## config.mk

```make
export PLATFORM = sky130hd
export DESIGN_NAME = truth_table_sweeper
export DESIGN_NICKNAME = d
export VERILOG_FILES = /design/src/rtl/truth_table_sweeper.sv
export SDC_FILE = /design/constraint.sdc
export NUM_CORES = 1
export LEC_CHECK = 0
export BUFFER_PORTS_ARGS = -buffer_cell sky130_fd_sc_hd__buf_2
export CAP_MARGIN = 0
export CORE_MARGIN = 2
export CORE_UTILIZATION = 59
export CTS_BUF_LIST = sky130_fd_sc_hd__clkbuf_8 sky130_fd_sc_hd__clkbuf_16
export DETAILED_ROUTE_END_ITERATION = 12
export PLACE_DENSITY = 0.9
export SLEW_MARGIN = 0
export SYNTH_ARGS = -nofsm -noshare
export SYNTH_HDL_FRONTEND = slang
export SYNTH_SLANG_ARGS = --single-unit
```

## constraint.sdc

```tcl
create_clock -name clk -period 4.8 [get_ports clk]
set_input_delay 0.24 -clock clk [delete_from_list [all_inputs] [get_ports clk]]
set_output_delay 0.24 -clock clk [all_outputs]
set_load 0.01 [all_outputs]
```

## src/rtl/truth_table_sweeper.sv

```systemverilog
// truth_table_sweeper: walks a small combinational block through every input
// vector, holds each one for HOLD_CYCLES clocks, samples f/f2, builds the
// captured truth tables and compares them against the expected tables.
//
// state  | meaning
// -------+-----------------------------------------------------------------
// IDLE   | waiting for start; results of the last sweep held on the outputs
// APPLY  | driving dut_in, counting hold cycles, sampling f/f2
// FINISH | one-cycle completion state; done is high for exactly this cycle

module truth_table_sweeper #(
  parameter int          N_IN        = 4,
  parameter int          HOLD_CYCLES = 4,
  parameter logic [31:0] EXP_F       = 32'h0000_0000,
  parameter logic [31:0] EXP_F2      = 32'h0000_0000
) (
  input  logic                   clk,
  input  logic                   rst,
  input  logic                   start,
  input  logic                   abort,
  output logic [N_IN-1:0]        dut_in,
  input  logic                   f_in,
  input  logic                   f2_in,
  output logic                   busy,
  output logic                   done,
  output logic                   pass,
  output logic                   fail_valid,
  output logic [N_IN-1:0]        fail_idx,
  output logic [(1<<N_IN)-1:0]   tt_f,
  output logic [(1<<N_IN)-1:0]   tt_f2
);

  localparam int TT_W = 1 << N_IN;

  // Only the low TT_W bits of the expected tables take part in the compare;
  // slicing here keeps the table index exactly N_IN bits wide.
  localparam logic [TT_W-1:0] EXP_F_TT  = EXP_F[TT_W-1:0];
  localparam logic [TT_W-1:0] EXP_F2_TT = EXP_F2[TT_W-1:0];

  // The hold counter is 8 bits, enough for the full 1..255 hold range.
  localparam logic [7:0] HOLD_LAST = 8'(HOLD_CYCLES - 1);

  typedef enum logic [1:0] {
    ST_IDLE   = 2'd0,
    ST_APPLY  = 2'd1,
    ST_FINISH = 2'd2
  } state_t;

  state_t            state_q;
  logic [7:0]        hold_q;
  logic [N_IN-1:0]   idx_q;
  logic              busy_q;
  logic              done_q;
  logic              pass_q;
  logic              fail_valid_q;
  logic [N_IN-1:0]   fail_idx_q;
  logic [TT_W-1:0]   tt_f_q;
  logic [TT_W-1:0]   tt_f2_q;

  logic              sample_now;
  logic              last_vec;
  logic              exp_f_bit;
  logic              exp_f2_bit;
  logic              mismatch;

  // Sample strobe and per-vector compare against the expected tables.
  always_comb begin
    sample_now = (state_q == ST_APPLY) && (hold_q == HOLD_LAST);
    last_vec   = (idx_q == {N_IN{1'b1}});
    exp_f_bit  = EXP_F_TT[idx_q];
    exp_f2_bit = EXP_F2_TT[idx_q];
    mismatch   = (f_in != exp_f_bit) || (f2_in != exp_f2_bit);
  end

  // Sweep sequencer; every output is a register updated here.
  always_ff @(posedge clk or posedge rst) begin
    if (rst) begin
      state_q      <= ST_IDLE;
      hold_q       <= 8'd0;
      idx_q        <= '0;
      busy_q       <= 1'b0;
      done_q       <= 1'b0;
      pass_q       <= 1'b0;
      fail_valid_q <= 1'b0;
      fail_idx_q   <= '0;
      tt_f_q       <= '0;
      tt_f2_q      <= '0;
    end else begin
      case (state_q)
        ST_IDLE: begin
          done_q <= 1'b0;
          // abort together with start wins: the sweep is not launched.
          if (start && !abort) begin
            state_q      <= ST_APPLY;
            hold_q       <= 8'd0;
            idx_q        <= '0;
            busy_q       <= 1'b1;
            pass_q       <= 1'b0;
            fail_valid_q <= 1'b0;
            fail_idx_q   <= '0;
            tt_f_q       <= '0;
            tt_f2_q      <= '0;
          end
        end

        ST_APPLY: begin
          if (abort) begin
            // Partial tables and first-failure info are left for inspection.
            state_q <= ST_IDLE;
            hold_q  <= 8'd0;
            idx_q   <= '0;
            busy_q  <= 1'b0;
            pass_q  <= 1'b0;
          end else if (sample_now) begin
            tt_f_q[idx_q]  <= f_in;
            tt_f2_q[idx_q] <= f2_in;
            if (mismatch && !fail_valid_q) begin
              fail_valid_q <= 1'b1;
              fail_idx_q   <= idx_q;
            end
            hold_q <= 8'd0;
            if (!last_vec) begin
              idx_q <= idx_q + 1'b1;
            end else begin
              // The final sample is folded into pass on the same edge.
              state_q <= ST_FINISH;
              idx_q   <= '0;
              busy_q  <= 1'b0;
              done_q  <= 1'b1;
              pass_q  <= !(fail_valid_q || mismatch);
            end
          end else begin
            hold_q <= hold_q + 8'd1;
          end
        end

        ST_FINISH: begin
          done_q  <= 1'b0;
          state_q <= ST_IDLE;
        end

        default: begin
          state_q <= ST_IDLE;
          done_q  <= 1'b0;
          busy_q  <= 1'b0;
          hold_q  <= 8'd0;
          idx_q   <= '0;
        end
      endcase
    end
  end

  assign dut_in     = idx_q;
  assign busy       = busy_q;
  assign done       = done_q;
  assign pass       = pass_q;
  assign fail_valid = fail_valid_q;
  assign fail_idx   = fail_idx_q;
  assign tt_f       = tt_f_q;
  assign tt_f2      = tt_f2_q;

endmodule
```

* After elaboration in Yosys (flattened, before gate mapping)
Memories as Yosys holds them, arrays and structs flattened. Cells that the tools add are included.
Cells by class: add/sub/neg operators 2, order comparisons 2, equal/unequal tests 13, muxes and demuxes 48, bitwise gates (word level) 1, reduce and logical (&&, ||, !) cells 19
Operators by type and width (number):
- 2-to-1 mux 16 bit | 5
- one-hot mux 16 bit (2 select lines) | 2
- bitwise mux 16 bit | 2
- 2-to-1 mux 4 bit | 7
- 2-to-1 mux 8 bit | 3
- one-hot mux 8 bit (3 select lines) | 1
- 2-to-1 mux 1 bit | 17
- one-hot mux 4 bit (3 select lines) | 1
- AND reduction 4 bit | 3
- AND reduction 3 bit | 3
- adder 8 x 1 -> 8 bit, second input constant | 1
- == test 8 x 2 -> 1 bit, second input constant | 1
- 2-to-1 mux 2 bit | 4
- inequality test 2 bit, second input constant | 4
- one-hot mux 4 bit (2 select lines) | 1
- inequality test 3 bit, second input constant | 2
- < comparator 4 x 5 -> 1 bit, second input constant | 1
- AND reduction 5 bit | 1
- adder 4 x 1 -> 4 bit, second input constant | 1
- demux 1 bit (select 4 bit) | 1
- == test 4 bit, second input constant | 1
- >= comparator 4 x 1 -> 1 bit, second input constant | 1
- logical AND 1 bit | 4
- one-hot mux 1 bit (2 select lines) | 2
- 12 further kinds | 16
Storage, ports and cells: register bits after elaboration 54, ROM bits 16, input port bits 6, memories kept 1
Memory list:
- (name not given) | depth 16, width 1, read ports 1, clocked after Yosys merged registers in 0, wr ports 0, line 71 | exp_f2_bit = EXP_F2_TT[idx_q];

* Logic depth before layout (Yosys ltp)
Gate-level depths: netlist of run 1.
depth after elaboration 10, gate-level depth with buffers 7

* Worst setup path after synthesis of run 1
Ideal clock, no wire load.
path type reg2reg, from register idx_q[0] (netlist: dut_in[0]), to register pass_q (netlist: pass), arrival 1.732 ns, data required time 4.675 ns, path slack 2.943 ns, stages on the path, launching flop included 6, buffers on the path 0, cells stage by stage dfrtp_1 ha_1 nand3_1 and3_1 nor4_1 mux2_2
On the way: word-level cells in the longest chain between the ends 10, elaborated cells on any way between the ends 14
RTL lines:
- start, declared | line 51 | logic [N_IN-1:0] idx_q;
- start signal, assigned | line 123 | idx_q <= idx_q + 1'b1;
- memory read (16 x 1 bit)
- 2-to-1 mux 1 bit (not written as such) | line 71
- inequality test 1 bit | line 72 | mismatch = (f_in != exp_f_bit) || (f2_in != exp_f2_bit);
- logical OR 1 bit | line 72
- logical OR 1 bit | line 130 | pass_q <= !(fail_valid_q || mismatch);
- logical NOT 1 bit | line 130
- 2-to-1 mux 1 bit | line 122 | if (!last_vec) begin
- 2-to-1 mux 1 bit | line 114 | end else if (sample_now) begin
- 2-to-1 mux 1 bit | line 107 | if (abort) begin
- one-hot mux 1 bit (2 select lines) | line 89 | case (state_q)
- end signal, assigned | line 130
- end, declared | line 54 | logic pass_q;
Several ways; a longest one is shown, not always the timed one. The select of a mux whose other input is x is not followed. A chain may end at the register's enable or synchronous reset.

* Final worst setup path of run 1
from register hold_q[0], to register tt_f2_q[6] (netlist: tt_f2[6])
On the way: word-level cells in the longest chain between the ends 4
RTL lines:
- start, declared | line 50 | logic [7:0] hold_q;
- start signal, assigned | line 133 | hold_q <= hold_q + 8'd1;
- == test 8 x 2 -> 1 bit | line 68 | sample_now = (state_q == ST_APPLY) && (hold_q == HOLD_LAST);
- logical AND 1 bit | line 68
- inequality test 2 bit (no source line)
- AND reduction 4 bit (no source line)
- end signal, assigned by index | line 116 | tt_f2_q[idx_q] <= f2_in;
- end, declared | line 58 | logic [TT_W-1:0] tt_f2_q;
No other way between the ends.

==> run_results.csv, run 1 <==
group,metric,value,unit
global_route,met1_usage,0.340,
floorplanning,die_h,69.9,um
placed_design,portBuffers,49,
placed_design,dp_hpwl,3900,um
clock_network,cts_sinks,54,
sta,setup-violations-final,0,
yosys,syn_area_per_cell,10.7,um^2
pwr,p_per_area,352,mW/mm^2
clock_network,root_buffer,"clkbuf_8",
final_layout,nets,294,
floorplanning,core_area,0.00409,mm^2
final_layout,num_antenna_cells,0,
final_layout,multi_input_area,0.00113,mm^2
yosys,synth_fp_nets,251,
clock_network,cts.repair.resized,0,
placed_design,post-place-ws,2.62,ns
clock_network,worstSkewPairLatency,0.32,ns
floorplanning,dieArea,0.00488,mm^2
clock_network,clk_path_buf_depth,2,
critical_path,critPathKind,"flip-flop to flip-flop",
yosys,ys_ff_latch,54,
final_layout,fill_cells,323,
detailed_routing,vias_per_cell,6.16,
critical_path,cp_slowest_stage_delay,0.51,ns
yosys,synth.distinct_cells,40,
detailed_routing,wirelength,5670,um
global_route,use_met3,0.0534,
sta,worstMarginPinSlew,1.10,ns
yosys,synth_top_cell_by_area,"dfrtp_1",
global_route,grt_pass1_wl,9420,um
critical_path,crit_slowest_cell,"and3_1",
detailed_routing,ant_nets,0,
floorplanning,die_w,69.9,um
yosys,syn_inst,240,
critical_path,path_max_fanout,12,
sta,setup_ws,2.56,ns
sta,relSlewSlack,0.266,
critical_path,worst-path-buf-inv,0,
clock_network,clkTransAtPathRegs,0.11,ns
final_layout,register_area,0.00135,mm^2
critical_path,crit_required,5.05,ns
critical_path,cp.arrival,2.49,ns
detailed_routing,remaining_drc_errors,0,
run,cap_violations,0,
sta,fin_worst_skew,0.0104,ns
critical_path,cp-end-kind,"flip-flop",
critical_path,critPathTopFamily,"simple AND/OR/NAND/NOR gates",
placed_design,gp_congestion,0.872,
yosys,syn_area,0.00256,mm^2
floorplanning,row_count,23,
clock_network,post-cts-setup-buffers,0,
detailed_routing,vias,2057,
global_route,top_usage_layer,"met2",
yosys,synthArstFlopShare,1.00,
placed_design,placed_cells,326,
global_route,antenna_found_initial,0,
status,outcome,"complete, no violations",
sta,rsz0062_at_grt,"no",
sta,hold_viol_final,0,
global_route,track_usage,0.241,
final_layout,synthToLayoutAreaGrowth,13.3,%
floorplanning,pin_count,50,
worst_hold_path,hp-class,"input port to asynchronous set/reset pin",
clock_network,cts_inserted_buffers,5,
global_route,grt_max_degree,55,
detailed_routing,drt-pass1-iter-count,7,
clock_network,ctsHoldBuffers,0,
sta,setup_tns,0,ns
yosys,netlist_top_cells_area,"dfrtp_1 (53%), a22o_1 (5.8%), nand2_1 (3.5%)",
yosys,synth-edff-count,0,
sta,period_minus_slack,2.24,ns
final_layout,drive_above_1_share,0.236,
global_route,gr-usage-met2,0.379,
yosys,yosys_warnings,0,
critical_path,start_kind,"flip-flop",
detailed_routing,wl_per_cell,17.0,um
clock_network,h-tree-depth,2,
critical_path,crit_chain,"ha_1 -> nor4b_4 -> and2_1 -> and3_1 -> a22o_1",
yosys,ys.flop_type,"dfrtp_1",
floorplanning,initial_core_util,0.626,
clock_network,cts_tree,"done",
final_layout,stdcell_count,334,
global_route,grt_pass1_vias,1949,
global_route,overflow,0,
sta,max_freq,0.447,GHz
sta,finalMaxSlewViolations,0,
sta,min_period_over_period,0.466,
pwr,power_leakage,0.00146,uW
yosys,ys_seq_area_frac,0.528,
detailed_routing,drtIter0Drc,180,
yosys,netlist.area_leader.share,0.528,
pwr,irDropWorstVdd,0.268,mV
==> state kept, by name, indices dropped and copies added (netlist names) <==
| signal | flops |
|---|---|
| fail_valid | 1 |
| hold_q | 8 |
| fail_idx | 4 |
| state_q | 2 |
| pass | 1 |
| done | 1 |
| tt_f2 | 16 |
| busy | 1 |
| tt_f | 16 |
| dut_in | 4 |
==> cell usage after synthesis (2+ instances only) <==
cell type / number
dfrtp_1: 54
nand2_1: 24
nor2_1: 19
a22o_1: 17
a21oi_1: 10
a32o_1: 8
and2_1: 8
o22ai_1: 8
clkbuf_1: 7
nand3_1: 7
o21ai_0: 7
a31oi_1: 6
xor2_1: 6
and3_1: 5
ha_1: 5
inv_1: 5
mux2i_1: 5
buf_2: 4
nor2b_1: 4
nand2b_1: 3
nor4_1: 3
o2111ai_1: 3
o211ai_1: 3
and4_1: 2
nor3b_2: 2
==> layout by cell type (no fill, tap or decap), types with 4 or more instances in the layout <==
cell,netlist,routed
nand3_1,7,7
and2_1,8,8
buf_2,4,49
clkbuf_8,0,5
dfrtp_1,54,54
ha_1,5,5
and3_1,5,5
inv_1,5,4
mux2i_1,5,5
o21ai_0,7,7
a32o_1,8,8
nand2_1,24,24
a21oi_1,10,10
a31oi_1,6,6
nor2b_1,4,4
xor2_1,6,6
a22o_1,17,17
nor2_1,19,19
o22ai_1,8,8
==> metal layers <==
metal	routed length, um	vias to the layer above
met4	80	0
met5	0	-
met2	2810	59
met3	302	9
met1	2470	1026
li1	-	963
==> per-stage QoR <==
stage / instance area, um^2 / utilization / hold slack, ns / power, uW
6_report: 2900 / 0.709 / 0.191 / 1020
3_5_place_dp: 2800 / 0.686 / 0.481 / 766
5_1_grt: 2900 / 0.709 / 0.318 / 1080
3_3_place_gp: 2800 / 0.686 / 0.478 / 759
4_1_cts: 2900 / 0.709 / 0.235 / 1030
2_1_floorplan: 2560 / - / 0.443 / 693
==> where the power goes <==
group / leakage, uW / switching, uW / internal, uW / total (uW)
registers: 0.000747 / 45.2 / 487 / 532
clock network: 0.0000483 / 157 / 106 / 263
logic: 0.000665 / 147 / 80.8 / 227
total: 0.00146 / 349 / 673 / 1020
==> cell families (layout without fill, tap and decap cells) <==
| group | count (synthesis) | after routing | synth area share |
|---|---|---|---|
| compound gates | 67 | 67 | 0.193 |
| xor+xnor | 6 | 6 | 0.0205 |
| fa+ha+maj | 5 | 5 | 0.0244 |
| buf+inv | 18 | 62 | 0.0318 |
| flops | 54 | 54 | 0.528 |
| mux | 6 | 6 | 0.0240 |
| simple gates | 84 | 84 | 0.178 |
==> worst paths after layout <==
check                      cells past startpoint                    to             startpoint  slack, ns
max                                            5  tt_f2[6]$_DFFE_PP0P_  hold_q[0]$_DFFE_PP0P_       2.56
min                                            2   tt_f[9]$_DFFE_PP0P_                    rst       0.19
max reg2reg                                    5  tt_f2[6]$_DFFE_PP0P_  hold_q[0]$_DFFE_PP0P_       2.56
min reg2reg                                    1  tt_f2[7]$_DFFE_PP0P_   tt_f2[7]$_DFFE_PP0P_       0.50
max in group asynchronous                      2  tt_f[15]$_DFFE_PP0P_                    rst       3.92
min in group clk                               3  tt_f[15]$_DFFE_PP0P_                   f_in       0.35
==> layout make-up <==
| class | count | share of cell area |
|---|---|---|
| Sequential cell | 54 | 0.466 |
| Multi-Input combinational cell | 168 | 0.388 |
| Timing Repair Buffer | 49 | 0.0846 |
| Clock buffer | 5 | 0.0237 |
| Tap cell | 50 | 0.0216 |
| Clock inverter | 3 | 0.00906 |
| Inverter | 5 | 0.00647 |
==> worst reg2reg max path: stages, from the launching register on <==
cell     delay (ns)
dfrtp_1        0.41
ha_1           0.24
nor4b_4        0.43
and2_1         0.36
and3_1         0.51
a22o_1         0.24
Note: power is estimated with default switching activity, not from simulation.
==> run 2, diff against run 1 <==
- CORE_UTILIZATION: 59 -> 55
- PLACE_DENSITY: 0.9 -> 0.86
- clock period: 4.8 -> 2.1 ns (I/O delays scaled with it)
==> run 2 against run 1 <==
Compared with the run above:
- cell area is 5.8% higher
- register-to-register slack got worse by 2.4 ns
- flip-flop and latch count is the same
- via count increased by 1.8%
- worst setup slack got worse by 2.4 ns
- first-iteration DRC count is 3.9% lower
- clock skew is 0.0042 ns higher
- global-route usage is 1.7 points lower
- non-clock buffer count rose by 16
- critical endpoint is now tt_f2[0]$_DFFE_PP0P_
- largest cell class unchanged
==> run_results.csv, run 2 (synthesized netlist as in run 1, its figures left out) <==
group,metric,value,unit
status,outcome,"complete, no violations",
pwr,power.total,2500,uW
pwr,switching_share,0.320,
clock_network,cts_sinks,54,
critical_path,cp_slowest_stage_delay,0.42,ns
final_layout,drive_above_1_share,0.273,
final_layout,final_cell_mix,"dfrtp_1 (54), buf_2 (49), nand2_1 (24), nor2_1 (19), a22o_1 (17)",
sta,setup_tns,0,ns
sta,worst_hold_slack,0.208,ns
run,cap_violations,0,
critical_path,r2r-end,"tt_f2[0]$_DFFE_PP0P_",
pwr,p_per_area,815,mW/mm^2
sta,hold_viol_final,0,
sta,max_freq,0.509,GHz
sta,min_period_over_period,0.936,
critical_path,critPathKind,"flip-flop to flip-flop",
detailed_routing,drt-pass1-iter-count,4,
critical_path,r2r_cells,6,
critical_path,r2r-start,"hold_q[0]$_DFFE_PP0P_",
pwr,combPwrFrac,0.247,
clock_network,clk_path_buf_depth,2,
placed_design,post-place-ws,0.117,ns
critical_path,path_max_fanout,12,
critical_path,crit_chain,"ha_1 -> nor4b_4 -> and2_1 -> and3_1 -> buf_12 -> a32o_1",
sta,relSlewSlack,0.556,
pwr,irDropWorstVdd,0.451,mV
detailed_routing,drtIter0Drc,173,
placed_design,dp_hpwl,3980,um
final_layout,stdcell_count,352,
clock_network,cts_inserted_buffers,5,
clock_network,cts_tree,"done",
detailed_routing,vias_per_cell,5.95,
floorplanning,die_h,72.2,um
final_layout,final_common_cell,"dfrtp_1",
clock_network,root_buffer,"clkbuf_8",
clock_network,worstSkewPairLatency,0.31,ns
pwr,clock_power_share,0.282,
global_route,antenna_found_initial,0,
critical_path,start_kind,"flip-flop",
floorplanning,dieArea,0.00521,mm^2
clock_network,clkTransAtPathRegs,0.10,ns
placed_design,gp_congestion,0.914,
detailed_routing,vias,2095,
floorplanning,initial_core_util,0.580,
floorplanning,core_area,0.00441,mm^2
critical_path,cp-end-kind,"flip-flop",
pwr,seq_power_share,0.472,
clock_network,h-tree-depth,2,
critical_path,cp-endpoint,"tt_f2[0]$_DFFE_PP0P_",
pwr,p_int,1700,uW
detailed_routing,wl_per_cell,16.1,um
detailed_routing,wirelength,5670,um
final_layout,num_antenna_cells,0,
sta,period_minus_slack,1.97,ns
critical_path,cp.arrival,2.21,ns
global_route,grt_pass1_wl,9110,um
pwr,power_leakage,0.00156,uW
critical_path,critPathLaunch,"hold_q[0]$_DFFE_PP0P_",
pwr,p_sw,800,uW
sta,worstMarginPinSlew,0.665,ns
global_route,grt_max_degree,55,
critical_path,crit_required,2.34,ns
placed_design,portBuffers,49,
sta,fin_worst_skew,0.0146,ns
placed_design,placed_cells,342,
floorplanning,row_count,24,
worst_hold_path,hp-class,"input port to flip-flop",
final_layout,nets,310,
sta,setup-violations-final,0,
global_route,track_usage,0.224,
sta,setup_ws,0.134,ns
global_route,overflow,0,
critical_path,r2r_slack,0.13,ns
sta,finalMaxSlewViolations,0,
global_route,grt_pass1_vias,1970,
detailed_routing,remaining_drc_errors,0,
final_layout,synthToLayoutAreaGrowth,19.9,%
floorplanning,die_w,72.2,um
detailed_routing,ant_nets,0,
critical_path,crit_slowest_cell,"dfrtp_1",
sta,rsz0062_at_grt,"no",
floorplanning,pin_count,50,
-- run 2: cell count changes in the layout (fill, tap and decap cells not counted), sizes merged --
cell         before  now
clkinv            3    1
dlygate4sd3       0    1
bufinv            0    1
buf              49   64
inv               5    6
-- run 2: layout make-up --
| type | count | area [um^2] |
|---|---|---|
| flip-flops and latches | 54 | 1350 |
| fillers | 335 | 1350 |
| multi-input cells | 168 | 1130 |
| repair buffers | 65 | 393 |
| clock buffers | 5 | 68.8 |
| well taps | 52 | 65.1 |
| clock inverters | 3 | 43.8 |
| inverters | 5 | 18.8 |
-- run 2: timing repair --
action / 4_1_cts / 5_1_grt
buffers inserted: 0 / 1
hold buffers: 1 / 0
resized for setup: 0 / 0
endpoints found under the setup margin: 0 / 1
endpoints found under the hold margin: 54 / 0
-- run 2: stage by stage --
| stage | utilization | cell area [um^2] |
|---|---|---|
| 3_3_place_gp | 0.665 | 2940 |
| 5_1_grt | 0.695 | 3070 |
| 2_1_floorplan | - | 2560 |
| 3_5_place_dp | 0.665 | 2940 |
| 6_report | 0.695 | 3070 |
| 4_1_cts | 0.693 | 3060 |
-- run 2: routing by layer --
metal / global-route usage / share of wire
met1: 0.312 / 0.44
met2: 0.352 / 0.47
met3: 0.0472 / 0.063
met4: 0.0776 / 0.017
met5: 0 / 0
-- run 2: critical path, delay by kind of cell (launching register included) --
family / cells / cell delay (ns)
DFF: 1 / 0.42
and+or+nand+nor: 3 / 0.93
adders and majority gates: 1 / 0.24
buffers and inverters: 1 / 0.14
AOI/OAI and AO/OA: 1 / 0.17
-- run 2: worst min path at each step --
stage	start	endpoint	slack (ns)	cells after the start
CTS	abort	dut_in[1]$_DFFE_PP0P_	0.19	4
global placement	rst	tt_f[10]$_DFFE_PP0P_	0.31	3
finish	abort	dut_in[1]$_DFFE_PP0P_	0.21	4
global route	abort	dut_in[1]$_DFFE_PP0P_	0.21	4
detailed placement	rst	tt_f2[2]$_DFFE_PP0P_	0.32	3
floorplan	abort	state_q[1]$_DFFE_PP0P_	0.31	3
-- run 2: power by group through the flow --
stage | registers (uW) | logic, uW | clock network [uW]
global route | 1190 | 677 | 751
floorplan | 1210 | 369 | 0
finish | 1180 | 616 | 704
CTS | 1180 | 611 | 713
detailed placement | 1200 | 604 | 0
global placement | 1190 | 587 | 0
==> run 3, diff against run 2 <==
- RECOVER_POWER: not set -> 100
==> run 3 against run 2 <==
Compared with the run above:
- sequential power hardly changed
- routed wire length up 0.62%
- core utilization is 1.5 points lower
- clock power about the same
==> run_results.csv, run 3 (synthesized netlist as in run 1, its figures left out) <==
group,metric,value,unit
clock_network,root_buffer,"clkbuf_8",
floorplanning,pin_count,50,
sta,rsz0062_at_grt,"no",
clock_network,cts_tree,"done",
critical_path,crit_required,2.34,ns
worst_hold_path,hp-class,"input port to flip-flop",
pwr,power.total,2480,uW
sta,worstMarginPinSlew,1.29,ns
sta,fin_worst_skew,0.0136,ns
clock_network,cts_inserted_buffers,5,
detailed_routing,wirelength,5700,um
floorplanning,dieArea,0.00521,mm^2
final_layout,fill_cells,364,
clock_network,worstSkewPairLatency,0.31,ns
critical_path,cp-end-kind,"flip-flop",
placed_design,portBuffers,49,
placed_design,placed_cells,342,
clock_network,clkTransAtPathRegs,0.10,ns
floorplanning,initial_core_util,0.580,
detailed_routing,remaining_drc_errors,0,
global_route,grt_max_degree,55,
global_route,antenna_found_initial,0,
critical_path,cp.arrival,2.21,ns
detailed_routing,wl_per_cell,16.2,um
pwr,irDropWorstVdd,0.453,mV
sta,relSlewSlack,0.141,
final_layout,stdcell_count,352,
global_route,track_usage,0.224,
final_layout,drive_above_1_share,0.123,
final_layout,final_cell_mix,"dfrtp_1 (54), clkbuf_1 (44), nand2_1 (24), nor2_1 (19), a22o_1 (17)",
sta,worst_hold_slack,0.205,ns
detailed_routing,vias_per_cell,5.99,
sta,hold_viol_final,0,
sta,setup_tns,0,ns
final_layout,synthToLayoutAreaGrowth,17.3,%
sta,finalMaxSlewViolations,0,
detailed_routing,ant_nets,0,
detailed_routing,vias,2107,
critical_path,path_max_fanout,12,
clock_network,clk_path_buf_depth,2,
floorplanning,core_area,0.00441,mm^2
critical_path,critPathKind,"flip-flop to flip-flop",
final_layout,final_common_cell,"dfrtp_1",
detailed_routing,drtIter0Drc,165,
sta,setup-violations-final,0,
run,cap_violations,0,
final_layout,multi_input_area,0.00113,mm^2
status,outcome,"complete, no violations",
global_route,overflow,0,
floorplanning,die_w,72.2,um
placed_design,dp_hpwl,3980,um
clock_network,cts_sinks,54,
final_layout,register_area,0.00135,mm^2
placed_design,gp_congestion,0.914,
global_route,grt_pass1_vias,1970,
floorplanning,die_h,72.2,um
pwr,power_leakage,0.00137,uW
final_layout,utilization,0.680,
final_layout,nets,310,
sta,max_freq,0.508,GHz
detailed_routing,drt-pass1-iter-count,5,
global_route,grt_pass1_wl,9110,um
sta,period_minus_slack,1.97,ns
final_layout,num_antenna_cells,0,
floorplanning,row_count,24,
pwr,p_per_area,826,mW/mm^2
sta,min_period_over_period,0.937,
clock_network,h-tree-depth,2,
critical_path,start_kind,"flip-flop",
-- run 3: where the power goes --
part	internal, uW	switching (uW)
clock	358	348
sequential	1110	66.0
combinational	209	386
-- run 3: final timing paths --
check / cells after the start / from / slack (ns) / end
min: 4 / abort / 0.21 / dut_in[1]$_DFFE_PP0P_
max in group asynchronous: 4 / rst / 0.56 / hold_q[6]$_DFFE_PP0P_
min reg2reg: 1 / tt_f[7]$_DFFE_PP0P_ / 0.50 / tt_f[7]$_DFFE_PP0P_
max: 6 / hold_q[0]$_DFFE_PP0P_ / 0.13 / tt_f2[0]$_DFFE_PP0P_
max reg2reg: 6 / hold_q[0]$_DFFE_PP0P_ / 0.13 / tt_f2[0]$_DFFE_PP0P_
min in group asynchronous: 4 / rst / 0.76 / tt_f2[2]$_DFFE_PP0P_
-- run 3: layer usage --
metal,routed length (um),global-route usage
met1,2580,0.312
met5,0,0
met3,304,0.0472
met4,84,0.0776
met2,2740,0.352
-- run 3: worst max-delay path: stages, from the launching register on --
cell and delay, ns:
dfrtp_1 0.42, ha_1 0.23, nor4b_4 0.35, and2_1 0.33, and3_1 0.25, buf_12 0.14
a32o_1 0.17
-- run 3: through the flow --
stage	worst slack, ns	cell area, um^2
2_1_floorplan	0.243	2560
3_3_place_gp	0.209	2940
3_5_place_dp	0.117	2940
4_1_cts	0.105	3060
5_1_grt	0.0273	3000
6_report	0.133	3000
-- run 3: layout make-up --
| class | instances | share of cell area |
|---|---|---|
| Tap cell | 52 | 0.0217 |
| Clock buffer | 5 | 0.0229 |
| Sequential cell | 54 | 0.450 |
| Inverter | 5 | 0.00625 |
| Multi-Input combinational cell | 168 | 0.375 |
| Clock inverter | 3 | 0.0146 |
| Timing Repair Buffer | 65 | 0.109 |
-- run 3: repair_timing --
item / CTS / global route
resized for setup: 0 / 0
endpoints found under the setup margin: 0 / 1
hold endpoints to repair: 54 / 0
setup buffers: 0 / 1
hold buffers: 1 / 0
